File: config.mk
export PLATFORM = sky130hd
export DESIGN_NAME = memory_access
export DESIGN_NICKNAME = d
export VERILOG_FILES = /design/src/rtl/memory_access_pkg.sv /design/src/rtl/register_MW.sv /design/src/rtl/memory_access.sv
export SDC_FILE = /design/constraint.sdc
export NUM_CORES = 1
export LEC_CHECK = 0
export BUFFER_PORTS_ARGS = -buffer_cell sky130_fd_sc_hd__buf_2
export CORE_UTILIZATION = 45
export DETAILED_ROUTE_END_ITERATION = 8
export PLACE_DENSITY = 0.87
export RECOVER_POWER = 50
export SKIP_CTS_REPAIR_TIMING = 1
export SLEW_MARGIN = 20
export SYNTH_ARGS = -nofsm -noshare
export SYNTH_HDL_FRONTEND = slang
export SYNTH_HIERARCHICAL = 1
export SYNTH_SLANG_ARGS = --single-unit
File: constraint.sdc
create_clock -name clk -period 3.2 [get_ports clk]
set_input_delay 0.16 -clock clk [delete_from_list [all_inputs] [get_ports clk]]
set_output_delay 0.16 -clock clk [all_outputs]
set_load 0.02 [all_outputs]
File: src/rtl/memory_access_pkg.sv
// Shared types and defaults for the memory-stage data access block.
package memory_access_pkg;

  localparam int N_DEFAULT        = 24;
  localparam int MAX_WAIT_DEFAULT = 15;

  typedef enum logic {
    S_IDLE = 1'b0,
    S_WAIT = 1'b1
  } ma_state_t;

  // Write-back control bundle carried by the M/W pipeline register.
  typedef struct packed {
    logic pcsrc;
    logic regwrite;
    logic memtoreg;
    logic memerr;
  } wb_ctrl_t;

  // Wait counter must reach MAX_WAIT without wrapping.
  function automatic int cnt_width(input int max_wait);
    return $clog2(max_wait + 1);
  endfunction

endpackage

File: src/rtl/register_MW.sv
// M/W pipeline register: one-cycle latency, inserts a bubble while stalled.
// Stalled cycles clear controls and hold data; aborts load with write/branch suppressed.
module register_MW
  import memory_access_pkg::*;
#(
  parameter int N = N_DEFAULT
) (
  input  logic         clk,
  input  logic         rst,
  input  logic         stall,
  input  logic         abort,
  input  logic         load_done,
  input  logic         PCSrcM,
  input  logic         RegWriteM,
  input  logic         MemtoRegM,
  input  logic [N-1:0] ALUResultM,
  input  logic [N-1:0] mem_rdata,
  input  logic [3:0]   WA3M,
  output logic         PCSrcW,
  output logic         RegWriteW,
  output logic         MemtoRegW,
  output logic         MemErrW,
  output logic [N-1:0] ReadDataW,
  output logic [N-1:0] ALUOutW,
  output logic [3:0]   WA3W
);

  wb_ctrl_t       ctrl_q;
  logic [N-1:0]   rdata_q;
  logic [N-1:0]   alu_q;
  logic [3:0]     wa3_q;

  always_ff @(posedge clk or negedge rst) begin
    if (!rst) begin
      ctrl_q  <= '0;
      rdata_q <= '0;
      alu_q   <= '0;
      wa3_q   <= '0;
    end else if (stall) begin
      ctrl_q  <= '0;
    end else begin
      // An aborted access retires with no architectural effect, only the error flag.
      ctrl_q.pcsrc    <= PCSrcM & ~abort;
      ctrl_q.regwrite <= RegWriteM & ~abort;
      ctrl_q.memtoreg <= MemtoRegM;
      ctrl_q.memerr   <= abort;
      alu_q           <= ALUResultM;
      wa3_q           <= WA3M;
      if (load_done) begin
        rdata_q <= mem_rdata;
      end
    end
  end

  assign PCSrcW    = ctrl_q.pcsrc;
  assign RegWriteW = ctrl_q.regwrite;
  assign MemtoRegW = ctrl_q.memtoreg;
  assign MemErrW   = ctrl_q.memerr;
  assign ReadDataW = rdata_q;
  assign ALUOutW   = alu_q;
  assign WA3W      = wa3_q;

endmodule

File: src/rtl/memory_access.sv
// Memory pipeline stage: drives the data-memory port combinationally, retires to W in one cycle.
// Stalls the pipe while memory is not ready; aborts after MAX_WAIT cycles of waiting.
module memory_access
  import memory_access_pkg::*;
#(
  parameter int N        = N_DEFAULT,
  parameter int MAX_WAIT = MAX_WAIT_DEFAULT
) (
  input  logic         clk,
  input  logic         rst,
  input  logic         PCSrcM,
  input  logic         RegWriteM,
  input  logic         MemtoRegM,
  input  logic         MemWriteM,
  input  logic [N-1:0] ALUResultM,
  input  logic [N-1:0] WriteDataM,
  input  logic [3:0]   WA3M,
  input  logic         mem_ready,
  input  logic [N-1:0] mem_rdata,
  output logic         mem_req,
  output logic         mem_we,
  output logic [N-1:0] mem_addr,
  output logic [N-1:0] mem_wdata,
  output logic [N-1:0] ALUResultMFB,
  output logic         StallM,
  output logic         PCSrcW,
  output logic         RegWriteW,
  output logic         MemtoRegW,
  output logic [N-1:0] ReadDataW,
  output logic [N-1:0] ALUOutW,
  output logic [3:0]   WA3W,
  output logic         MemErrW
);

  localparam int CW = cnt_width(MAX_WAIT);

  ma_state_t       state;
  logic [CW-1:0]   wait_cnt;
  logic            acc;
  logic            timeout;
  logic            done;
  logic            abort;
  logic            load_done;

  assign acc          = MemtoRegM | MemWriteM;
  assign timeout      = (state == S_WAIT) && (wait_cnt == CW'(MAX_WAIT - 1));
  assign ALUResultMFB = ALUResultM;

  // Gating with rst drops the request the instant reset asserts, even mid-wait.
  always_comb begin
    mem_req   = rst & acc;
    mem_we    = rst & acc & MemWriteM;
    mem_addr  = ALUResultM;
    mem_wdata = WriteDataM;
    done      = mem_req & mem_ready;
    abort     = mem_req & timeout & ~mem_ready;
    StallM    = mem_req & ~mem_ready & ~timeout;
    load_done = done & MemtoRegM;
  end

  always_ff @(posedge clk or negedge rst) begin
    if (!rst) begin
      state    <= S_IDLE;
      wait_cnt <= '0;
    end else begin
      case (state)
        S_IDLE: begin
          if (acc && !mem_ready) begin
            state    <= S_WAIT;
            wait_cnt <= '0;
          end
        end
        S_WAIT: begin
          if (!acc || mem_ready || timeout) begin
            state    <= S_IDLE;
            wait_cnt <= '0;
          end else if (wait_cnt != CW'(MAX_WAIT)) begin
            wait_cnt <= wait_cnt + CW'(1);
          end
        end
        default: begin
          state    <= S_IDLE;
          wait_cnt <= '0;
        end
      endcase
    end
  end

  register_MW #(.N(N)) u_register_mw (
    .clk        (clk),
    .rst        (rst),
    .stall      (StallM),
    .abort      (abort),
    .load_done  (load_done),
    .PCSrcM     (PCSrcM),
    .RegWriteM  (RegWriteM),
    .MemtoRegM  (MemtoRegM),
    .ALUResultM (ALUResultM),
    .mem_rdata  (mem_rdata),
    .WA3M       (WA3M),
    .PCSrcW     (PCSrcW),
    .RegWriteW  (RegWriteW),
    .MemtoRegW  (MemtoRegW),
    .MemErrW    (MemErrW),
    .ReadDataW  (ReadDataW),
    .ALUOutW    (ALUOutW),
    .WA3W       (WA3W)
  );

endmodule

### Word level (Yosys, flattened, before mapping)

Cells that the tools add are included.
Widths: inputs -> output; s select.

| storage, ports and cells | value |
|---|---|
| bits in registers | 61 |
| word-level logic and storage cells | 46 |
| bits of input ports | 83 |

| cells by class | value |
|---|---|
| add/sub/neg operators | 1 |
| multiplexer cells | 8 |
| reductions and logical operators | 8 |
| bitwise logic cells | 16 |
| equality and inequality tests | 4 |

Operators with widths:

| operator | number |
|---|---|
| $mux 4 | 4 |
| $and 1x1->1 | 10 |
| $pmux 4 s2 | 1 |
| $not 1->1 | 5 |
| $add 4x1->4 const B | 1 |
| $eq 4x4->1 const B | 1 |
| $ne 4x4->1 const B | 1 |
| $reduce_and 2->1 | 2 |
| $ne 3x1->1 const B | 1 |
| $logic_and 1x1->1 | 2 |
| $logic_not 1->1 | 2 |
| $logic_or 1x1->1 | 2 |
| $mux 1 | 2 |
| $ne 2x2->1 const B | 1 |
| $pmux 1 s2 | 1 |
| $or 1x1->1 | 1 |

### Longest topological paths before layout

Gate-level depths: netlist (run 1).

| depth | value |
|---|---|
| depth after elaboration | 7 |
| gate-level depth with buffers | 9 |
| gate-level depth less buffers | 6 |

### Modules after synthesis

The synthesis (run 1) kept the hierarchy.

Modules (own cells, without submodules):

| module | cells an instance | area each (µm²) | instances | sequential area each (µm²) |
|---|---|---|---|---|
| register_MW | 120 | 2172.1 | 1 | 1401.3 |
| memory_access | 116 | 929.6 | 1 | 125.1 |

### Worst setup path before layout (run 1)

OpenSTA, ideal clock, no wires.

| timing | value |
|---|---|
| kind | reg-to-reg |
| start point | reg wait_cnt[0] |
| end point | reg u_register_mw.rdata_q[0] (netlist: u_register_mw/ReadDataW[0]) |
| arrival | 1896 ps |
| path buffers | 3 |
| stages on the path, launching flop included | 10 |
| library setup time | 125 ps |
| path slack | 1179 ps |
| path through | dfrtp_1 -> inv_1 -> ha_1 -> nand4_2 -> and3_1 -> buf_4 -> nor2b_2 -> buf_6 -> buf_12 -> mux2_4 |

| between the ends | value |
|---|---|
| word-level cells in the longest chain between the ends | 6 |

RTL lines:

| what | RTL line | text |
|---|---|---|
| start, declared | memory_access.sv:38 | `logic [CW-1:0] wait_cnt;` |
| start signal, assigned | memory_access.sv:78 | `wait_cnt <= wait_cnt + CW'(1);` |
| $eq 4x4->1 | memory_access.sv:46 | `assign timeout = (state == S_WAIT) && (wait_cnt == CW'(MAX_WAIT - 1));` |
| $logic_and 1x1->1 | memory_access.sv:46 |  |
| $not 1->1 | memory_access.sv:57 | `StallM = mem_req & ~mem_ready & ~timeout;` |
| $and 1x1->1 | memory_access.sv:57 |  |
| net StallM | memory_access.sv:25 | `output logic StallM,` |
| $not 1->1 (no source line) | - |  |
| $reduce_and 2->1 (no source line) | - |  |
| end signal, assigned | register_MW.sv:50 | `rdata_q <= mem_rdata;` |
| end, declared | register_MW.sv:29 | `logic [N-1:0] rdata_q;` |

The timed path passes the listed nets, and every way through them passes these cells.
A chain may end at the register's enable or synchronous reset.

### Worst setup path in the final report (run 1)

| timing | value |
|---|---|
| start point | in rst |
| end point | out StallM |

| between the ends | value |
|---|---|
| word-level cells in the longest chain between the ends | 3 |

RTL lines:

| what | RTL line | text |
|---|---|---|
| start, declared | memory_access.sv:10 | `input logic rst,` |
| $and 1x1->1 | memory_access.sv:51 | `mem_req = rst & acc;` |
| $and 1x1->1 (2 in series) | memory_access.sv:57 |  |
| end, declared | memory_access.sv:25 |  |

Every way passes these cells.

==> impl_metrics.toml, run 1 <==
[synthesis]
ys_ff_latch = 61
ys_types = 31
yosysMostFrequentCell = "buf_4"
synth_ff_type = "dfrtp_1"
synth_enable_flop_cells = 0
synth_cells = 236
synth_seq_area_share_pct = 49.2
netlist.top_cell.by_area = "dfrtp_1"
syn-cell-area_um2 = 3100
yosys_warnings = 6
synth.top_cells.by_count = "74 x buf_4, 61 x dfrtp_1, 32 x mux2_2"
synth_top_area_share_pct = 49.2
ys_async_sr_fraction_pct = 100
synth_nets = 321
synthTopCellsByArea = "dfrtp_1 49%, buf_4 18%, mux2_2 12%, mux2_4 9.7%, buf_12 1.3%"
syn_avg_cell_area_um2 = 13.1

[layout]
fin_nets = 420
diodes = 0
syn2layout_area_growth_pct = 15.2
fill_cells = 586
drive_above_1_share_pct = 56.5
seq_area_um2 = 1530
multi_input_area_um2 = 931

[grt]
antenna_found_initial = 0
overflow = 0
grt_pass1_wl_mm = 9.43
first_global_vias = 1968
grtUsageTotal_pct = 17.0
grt_max_degree = 35

[worst_hold_path]
min_from = "mem_rdata[15]"
holdPathEnd = "u_register_mw/ReadDataW[15]"
whs_path_depth = 2
hp-class = "primary input to flop"

[route]
vias_per_cell = 4.91
wl_per_cell_um = 14.6
drc = 0
drtAntennaViolNets = 0
drt-pass1-iter-count = 4
dr_total_vias = 2047
first_iter_violations = 47
routed_wl_mm = 6.10

[timing]
hold_viol_final = 0
fin_crit_sh_pct = 68.2
fmax_mhz = 458
tightest_slew_ps = 434
tns_ps = 0
rsz0062_at_grt = "false"
relSlewSlack_pct = 71.0
setup_violations = 0
min_period_ps = 2180
slew_violations = 0
skew_ps = 4.41

[power_and_ir_drop]
p_per_area_nw_per_um2 = 607
ir_drop_mv = 0.280
p_leak_nw = 1.77
p_sw_share_pct = 29.5
comb_power_share_pct = 24.0
pwr-share-seq_pct = 42.7
power_frac_clock_pct = 33.3
total_power_mw = 2.17
intPower_mw = 1.53
p_sw_mw = 0.639

[run]
cap_violations = 0

[clock_network]
clk_pin_slew_ps = 70
cts_buffers = 9
cts.root.buffer_cell = "clkbuf_8"
cts.sinks = 61
clock_latency_ps = 330
cts_tree = "yes"
htree_levels = 3
cts.path.max_buffers = 2

[setup_path]
crit_path_end_kind = "output pin"
path_class = "primary input to output pin"
crit_fanout = 33
critPathArrivalTime_ps = 2020
reg2reg_slack_ps = 1090
timing.rr.end = "u_register_mw/ReadDataW[17]"
r2r-start = "wait_cnt[0]"
reg2reg_depth = 7
cp-start-kind = "primary input"
required_ps = 3040

[floorplanning]
die-area_um2 = 7230
initial_core_util_pct = 47.8
pin_count = 214
die_h_um = 85.0
core_um2 = 6490
num_rows = 29
die_w_um = 85.0

[placed_design]
gp_congestion = 0.868
hpwl_mm = 4.51
io_buffer_count = 165

[outcome]
status = "finished clean"
[placed cells by master (no fill, tap or decap), drive strengths merged, types with 2 or more instances in the layout]
cell / n
buf: 121
dfrtp: 61
clkbuf: 59
mux2: 52
nor2b: 4
and2: 3
nand2: 3
nor3b: 3
clkinv: 3
and3: 3
nand4: 3
inv: 2
nor2: 2
a31oi: 2
nand3: 2
o22ai: 2
o311ai: 2
ha: 2
bufinv: 2
[logic make-up (layout without fill, tap and decap cells)]
family | Yosys count | after routing | synth area share, %
muxes | 53 | 53 | 21.6
AOI/OAI and AO/OA | 10 | 10 | 2.26
DFF | 61 | 61 | 49.2
and+or+nand+nor | 26 | 26 | 5.28
adders and majority gates | 2 | 2 | 0.807
buffers and inverters | 84 | 188 | 20.8
[how the worst max path moves through the flow]
| stage | from | to | slack, ps | cells past startpoint |
|---|---|---|---|---|
| 3_3_place_gp | wait_cnt[0] | u_register_mw/ReadDataW[18] | 1190 | 7 |
| 3_5_place_dp | wait_cnt[0] | u_register_mw/ReadDataW[17] | 1090 | 7 |
| 4_1_cts | wait_cnt[0] | StallM | 990 | 6 |
| 5_1_grt | rst | StallM | 840 | 6 |
| 2_1_floorplan | wait_cnt[0] | u_register_mw/ReadDataW[0] | 1180 | 9 |
| 6_report | rst | StallM | 1020 | 6 |
[routing by layer]
layer,routed length (um),global-route usage (%),vias up
li1,-,-,925
met1,2380,19.1,989
met2,3180,30.4,113
met3,444,5.16,20
met4,102,6.32,0
met5,0,0,-
[area by class of cell]
class,count,area share (%)
Sequential cell,61,42.7
Clock inverter,5,2.10
Multi-Input combinational cell,91,26.1
Clock buffer,11,3.68
Tap cell,77,2.70
Inverter,2,0.210
Timing Repair Buffer,170,22.5
[power groups by stage]
| stage | logic (mW) | registers (mW) | clock network, mW |
|---|---|---|---|
| 4_1_cts | 0.534 | 0.927 | 0.746 |
| 3_3_place_gp | 0.520 | 0.935 | 0 |
| 2_1_floorplan | 0.291 | 1.06 | 0 |
| 6_report | 0.520 | 0.926 | 0.723 |
| 3_5_place_dp | 0.534 | 0.938 | 0 |
| 5_1_grt | 0.555 | 0.937 | 0.781 |
[critical path: stages]
cell and delay, ps:
dlygate4sd3_1 520, buf_2 110, buf_4 330, and3_2 270
buf_4 370, buf_2 250
[stage by stage]
| stage | util [%] | area [um2] | instances | setup slack [ps] | hold slack [ps] |
|---|---|---|---|---|---|
| floorplan | - | 3100 | 236 | 1180 | -136 |
| global placement | 52.6 | 3420 | 400 | 1190 | 204 |
| detailed placement | 52.6 | 3420 | 400 | 1090 | 212 |
| CTS | 55.8 | 3620 | 416 | 994 | -147 |
| global route | 55.0 | 3570 | 417 | 841 | 34.5 |
| finish | 55.0 | 3570 | 417 | 1020 | 60.6 |
[flip-flops by register name, indices dropped and copies added (netlist names)]
signal	flops
wait_cnt	4
u_register_mw/MemErrW	1
u_register_mw/PCSrcW	1
u_register_mw/ALUOutW	24
u_register_mw/RegWriteW	1
u_register_mw/MemtoRegW	1
state	1
u_register_mw/ReadDataW	24
u_register_mw/WA3W	4
(Power assumes the default switching activity.)
==> run 2: changes to the inputs <==
--- a/config.mk
+++ b/config.mk
@@ -5,10 +5,11 @@
 export SDC_FILE = /design/constraint.sdc
 export NUM_CORES = 1
 export LEC_CHECK = 0
+export ABC_AREA = 1
 export BUFFER_PORTS_ARGS = -buffer_cell sky130_fd_sc_hd__buf_2
-export CORE_UTILIZATION = 45
+export CORE_UTILIZATION = 37
 export DETAILED_ROUTE_END_ITERATION = 8
-export PLACE_DENSITY = 0.87
+export PLACE_DENSITY = 0.77
 export RECOVER_POWER = 50
 export SKIP_CTS_REPAIR_TIMING = 1
 export SLEW_MARGIN = 20
==> constraint.sdc (replaced) <==
create_clock -name clk -period 1.9 [get_ports clk]
set_input_delay 0.095 -clock clk [delete_from_list [all_inputs] [get_ports clk]]
set_output_delay 0.095 -clock clk [all_outputs]
set_load 0.02 [all_outputs]
==> impl_metrics.toml, run 2 <==
[outcome]
status = "finished, violations left"
violations = "negative hold slack"

[setup_path]
cp-startpoint = "MemtoRegM"
crit_path_top_delay_cell = "dlygate4sd3_1"
crit_top_cell = "buf_2"
critPathArrivalTime_ps = 1710
crit_buf_inv = 4
cp-start-kind = "primary input"
crit_fanout = 17
path_cells = "dlygate4sd3_1, buf_2, nor2_1, nor2_2, nand2_1, nor2_4, buf_12, buf_2"
crit_family = "buffers and inverters"
cp_slowest_stage_delay_ps = 530
crit_path_end_kind = "output pin"
required_ps = 1800
path_class = "primary input to output pin"
r2r-start = "wait_cnt[0]"

[clock_network]
cts.sinks = 61
htree_levels = 3
cts_tree = "yes"
cts.root.buffer_cell = "clkbuf_8"
cts.path.max_buffers = 2
clock_latency_ps = 320
clk_pin_slew_ps = 60
cts_buffers = 9

[grt]
grt_max_degree = 52
antenna_found_initial = 0
grt_pass1_wl_mm = 10.3
first_global_vias = 2229
grtUsageTotal_pct = 15.3
overflow = 0

[timing]
skew_ps = 9.95
slew_violations = 0
setup_violations = 0
hold_viol_final = 3
fmax_mhz = 554
min_period_ps = 1810
tightest_slew_ps = 619
hold_slack_ps = -6.87
fin_crit_sh_pct = 95.0
relSlewSlack_pct = 58.7

[layout]
final_util_pct = 48.1
fin_area_um2 = 3800
diodes = 0
final_cell_mix = "148 x nand2_1, 93 x clkbuf_1, 73 x buf_2"
fill_cells = 795
drive_above_1_share_pct = 22.0
final_common_cell = "nand2_1"
syn2layout_area_growth_pct = 23.9
fin_nets = 561

[floorplanning]
pin_count = 214
die_h_um = 93.0
num_rows = 32
die_w_um = 93.0
core_um2 = 7890
die-area_um2 = 8650
initial_core_util_pct = 38.8

[route]
first_iter_violations = 88
wl_per_cell_um = 12.4
drtAntennaViolNets = 0
wl_met3_um = 483
vias_per_cell = 4.52
drc = 0
dr.max_layer_used = "met4"
drt-met1-wl_mm = 2.98
drt-pass1-iter-count = 4
wl_met2_mm = 3.68
dr_total_vias = 2638
routed_wl_mm = 7.22

[synthesis]
synth_top_area_share_pct = 49.8
yosysMostFrequentCell = "nand2_1"
synthTopCellsByArea = "dfrtp_1 50%, buf_4 19%, nand2_1 18%, nand3_1 5.1%, nor2_1 1.6%"
synth_simple_gate_area_share_pct = 26.8
synth_seq_area_share_pct = 49.8
ys_async_sr_fraction_pct = 100
synth_compound_area_share_pct = 0
synth-adder-area-share_pct = 0.817
synthMuxAreaShare_pct = 0
ys_ff_latch = 61
synth.top_cells.by_count = "148 x nand2_1, 78 x buf_4, 61 x dfrtp_1"
syn-cell-area_um2 = 3060
ys_types = 18
post_synth_xor_area_fraction_pct = 0.286
synth_enable_flop_cells = 0
synth_cells = 359
netlist.top_cell.by_area = "dfrtp_1"
synth_ff_type = "dfrtp_1"
yosys_warnings = 6
synth_nets = 444
syn_avg_cell_area_um2 = 8.54
synth_top_family_by_area = "simple AND/OR/NAND/NOR gates"

[run]
cap_violations = 0

[power_and_ir_drop]
ir_drop_mv = 0.375
p_leak_nw = 1.99
p_per_area_nw_per_um2 = 948

[placed_design]
gp_congestion = 0.779
io_buffer_count = 165
hpwl_mm = 4.73
place_area_um2 = 3440

[worst_hold_path]
hp-class = "primary input to flop"
min_from = "ALUResultM[7]"
run 2: final cells by class:
cell class	count	area (um2)	share of cell area, %
Timing Repair Buffer	192	1010	26.5
Clock inverter	4	70.1	1.85
Multi-Input combinational cell	203	872	23.0
Sequential cell	61	1530	40.2
Tap cell	102	128	3.36
Clock buffer	12	155	4.09
Inverter	9	38.8	1.02
run 2: path summary, 6_finish.rpt:
check / endpoint / slack [ps] / cells past startpoint
max: StallM / 90 / 8
min: u_register_mw/ALUOutW[7] / -7 / 3
max reg2reg: u_register_mw/WA3W[0] / 270 / 9
min reg2reg: u_register_mw/ReadDataW[11] / 470 / 2
max in group asynchronous: wait_cnt[0] / 730 / 3
min in group asynchronous: u_register_mw/ReadDataW[3] / 220 / 2
run 2: through the flow:
step	hold slack (ps)	TNS, ps	instances	total power, mW	setup WS, ps
2_1_floorplan	-201	0	359	2.15	106
3_3_place_gp	-3.41	0	545	2.33	239
3_5_place_dp	-4.37	0	545	2.35	173
4_1_cts	-367	-157	561	3.66	-157
5_1_grt	0.394	-49.8	583	3.80	-49.8
6_report	-6.87	0	583	3.60	95.0
run 2: metal layers:
metal | up-vias | GRT usage, %
met5 | - | 0
met1 | 1236 | 17.4
li1 | 1261 | -
met2 | 131 | 27.0
met3 | 10 | 4.23
met4 | 0 | 5.77
run 2: worst reg2reg max path, delay by kind of cell, from the launching register on:
| family | cells | cell delay (ps) |
|---|---|---|
| simple gates | 5 | 570 |
| flops | 1 | 440 |
| buf+inv | 3 | 400 |
| fa+ha+maj | 1 | 160 |
run 2: cells by family after synthesis:
family        count (synthesis)
simple gates                200
buf+inv                      95
flops                        61
fa+ha+maj                     2
xor+xnor                      1
run 2: report_power, final:
part	leakage [nW]	internal, mW	switching (mW)	total [mW]
logic	1.13	0.242	0.538	0.780
registers	0.749	1.45	0.0861	1.54
clock network	0.116	0.807	0.477	1.28
total	1.99	2.50	1.10	3.60
==> run 3: changes to the inputs <==
--- a/config.mk
+++ b/config.mk
@@ -7,13 +7,12 @@
 export LEC_CHECK = 0
 export ABC_AREA = 1
 export BUFFER_PORTS_ARGS = -buffer_cell sky130_fd_sc_hd__buf_2
-export CORE_UTILIZATION = 37
+export CORE_UTILIZATION = 41
 export DETAILED_ROUTE_END_ITERATION = 8
-export PLACE_DENSITY = 0.77
+export PLACE_DENSITY = 0.81
 export RECOVER_POWER = 50
 export SKIP_CTS_REPAIR_TIMING = 1
 export SLEW_MARGIN = 20
 export SYNTH_ARGS = -nofsm -noshare
 export SYNTH_HDL_FRONTEND = slang
-export SYNTH_HIERARCHICAL = 1
 export SYNTH_SLANG_ARGS = --single-unit
==> constraint.sdc (replaced) <==
create_clock -name clk -period 2 [get_ports clk]
set_input_delay 0.1 -clock clk [delete_from_list [all_inputs] [get_ports clk]]
set_output_delay 0.1 -clock clk [all_outputs]
set_load 0.02 [all_outputs]
==> impl_metrics.toml, run 3 <==
[synthesis]
synth.top_cells.by_count = "118 x nand2_1, 74 x buf_4, 61 x dfrtp_1"
netlist.top_cell.by_area = "dfrtp_1"
synth_enable_flop_cells = 0
ys_ff_latch = 61
ys_async_sr_fraction_pct = 100
ys_types = 21
syn_avg_cell_area_um2 = 8.59
synth_cells = 356
synth_seq_area_share_pct = 49.9
synth_nets = 441
yosys_warnings = 0
synth_ff_type = "dfrtp_1"
syn-cell-area_um2 = 3060
synthTopCellsByArea = "dfrtp_1 50%, buf_4 18%, nand2_1 14%, inv_1 4.3%, o21ai_0 2.9%"
yosysMostFrequentCell = "nand2_1"
synth_top_area_share_pct = 49.9

[clock_network]
cts.path.max_buffers = 2
clk_pin_slew_ps = 70
cts.root.buffer_cell = "clkbuf_8"
cts_buffers = 9
htree_levels = 3
clock_latency_ps = 330
cts_tree = "yes"
cts.sinks = 61

[power_and_ir_drop]
p_leak_nw = 2.18
p_per_area_nw_per_um2 = 870
ir_drop_mv = 0.419

[floorplanning]
die_w_um = 88.3
initial_core_util_pct = 42.4
die-area_um2 = 7800
num_rows = 31
pin_count = 214
core_um2 = 7210
die_h_um = 88.3

[route]
drc = 0
drtAntennaViolNets = 0
routed_wl_mm = 6.59
dr_total_vias = 2498
drt-pass1-iter-count = 4
wl_per_cell_um = 11.4
first_iter_violations = 109
vias_per_cell = 4.33

[placed_design]
io_buffer_count = 165
hpwl_mm = 4.58
gp_congestion = 0.771
dpl.cell_count = 541

[layout]
fill_cells = 701
syn2layout_area_growth_pct = 23.1
instances_no_fill = 577
final_cell_mix = "141 x buf_2, 118 x nand2_1, 61 x dfrtp_1"
fin_nets = 558
final_common_cell = "buf_2"
diodes = 0
drive_above_1_share_pct = 36.0

[grt]
antenna_found_initial = 0
grt_max_degree = 62
grtUsageTotal_pct = 15.2
first_global_vias = 2043
grt_pass1_wl_mm = 8.86
overflow = 0

[timing]
min_period_ps = 1720
rsz0062_at_grt = "false"
fin_crit_sh_pct = 85.9
fmax_mhz = 582
hold_viol_final = 0
skew_ps = 8.12
tns_ps = 0
relSlewSlack_pct = 2.00
setup_violations = 0
slew_violations = 0
tightest_slew_ps = 1470

[setup_path]
required_ps = 1900
crit_top_cell = "inv_1"
crit_path_end_kind = "output pin"
crit_path_top_delay_cell = "dfrtp_1"
critPathArrivalTime_ps = 1620
path_class = "flop to output pin"
path_cells = "inv_1, ha_1, nand3_2, nor2_2, inv_1, nand2_2, inv_2, buf_2"
cp_slowest_stage_delay_ps = 440
crit_fanout = 7
cp-start-kind = "flop"

[run]
cap_violations = 0

[outcome]
status = "finished clean"

[worst_hold_path]
hp-class = "primary input to flop"
## run 3: changes by cell type after synthesis, sizes merged
cell and delta:
clkbuf +2, nor2 -3, inv +28, nor3 -1, nand2 -26, nand3 -23, o21ai +26, nor3b -1
buf -5
## run 3: cell type report
class                      count  area (um2)  area share (%)
sequential                    61        1530            40.6
timing repair buffer         189        1020            27.1
multi-input combinational    175         752            20.0
inverter                      37         139            3.69
clock buffer                  10         138            3.66
tap                           99         124            3.29
clock inverter                 6        62.6            1.66
## run 3: logic make-up (layout without fill, tap and decap cells)
logic type / Yosys count / after routing / synth area share, %
flops: 61 / 61 / 49.9
compound gates: 26 / 26 / 4.26
simple gates: 146 / 146 / 19.6
fa+ha+maj: 2 / 2 / 0.819
buf+inv: 120 / 242 / 25.1
xor+xnor: 1 / 1 / 0.287
## run 3: final timing paths
check / from / end / slack [ps] / depth (start not counted)
hold reg to reg: u_register_mw.ALUOutW[11] / u_register_mw.ALUOutW[11] / 470 / 2
setup reg to reg: wait_cnt[0] / u_register_mw.ALUOutW[17] / 380 / 9
max in group asynchronous: rst / u_register_mw.ALUOutW[3] / 850 / 2
min in group asynchronous: rst / u_register_mw.ReadDataW[0] / 270 / 2
hold / removal: RegWriteM / u_register_mw.RegWriteW / 3 / 3
setup / recovery: wait_cnt[0] / StallM / 280 / 8
## run 3: metrics by stage
step | power [mW] | hold WS, ps | util (%) | area, um2 | setup WS [ps]
floorplan | 2.04 | -196 | - | 3060 | 601
global placement | 2.20 | 200 | 47.2 | 3410 | 448
detailed placement | 2.22 | 200 | 47.2 | 3410 | 404
CTS | 3.31 | -47.2 | 50.0 | 3610 | 259
global route | 3.46 | 2.65 | 52.2 | 3760 | 158
finish | 3.27 | 2.83 | 52.2 | 3760 | 282
## run 3: where the power goes
part	switching, mW	internal [mW]
Clock	0.463	0.604
Combinational	0.493	0.262
Sequential	0.0744	1.38
Total	1.03	2.24
## run 3: per-layer routing
metal | share of wire (%) | track usage [%] | up-vias
li1 | - | - | 1228
met1 | 41 | 15.9 | 1111
met2 | 47 | 25.7 | 134
met3 | 8.4 | 6.53 | 25
met4 | 3.1 | 8.21 | 0
met5 | 0 | 0 | -
## run 3: critical path, delay by kind of cell, from the launching register on
kind | cells | cell delay (ps)
adders and majority gates | 1 | 160
buffers and inverters | 4 | 390
and+or+nand+nor | 3 | 310
DFF | 1 | 440
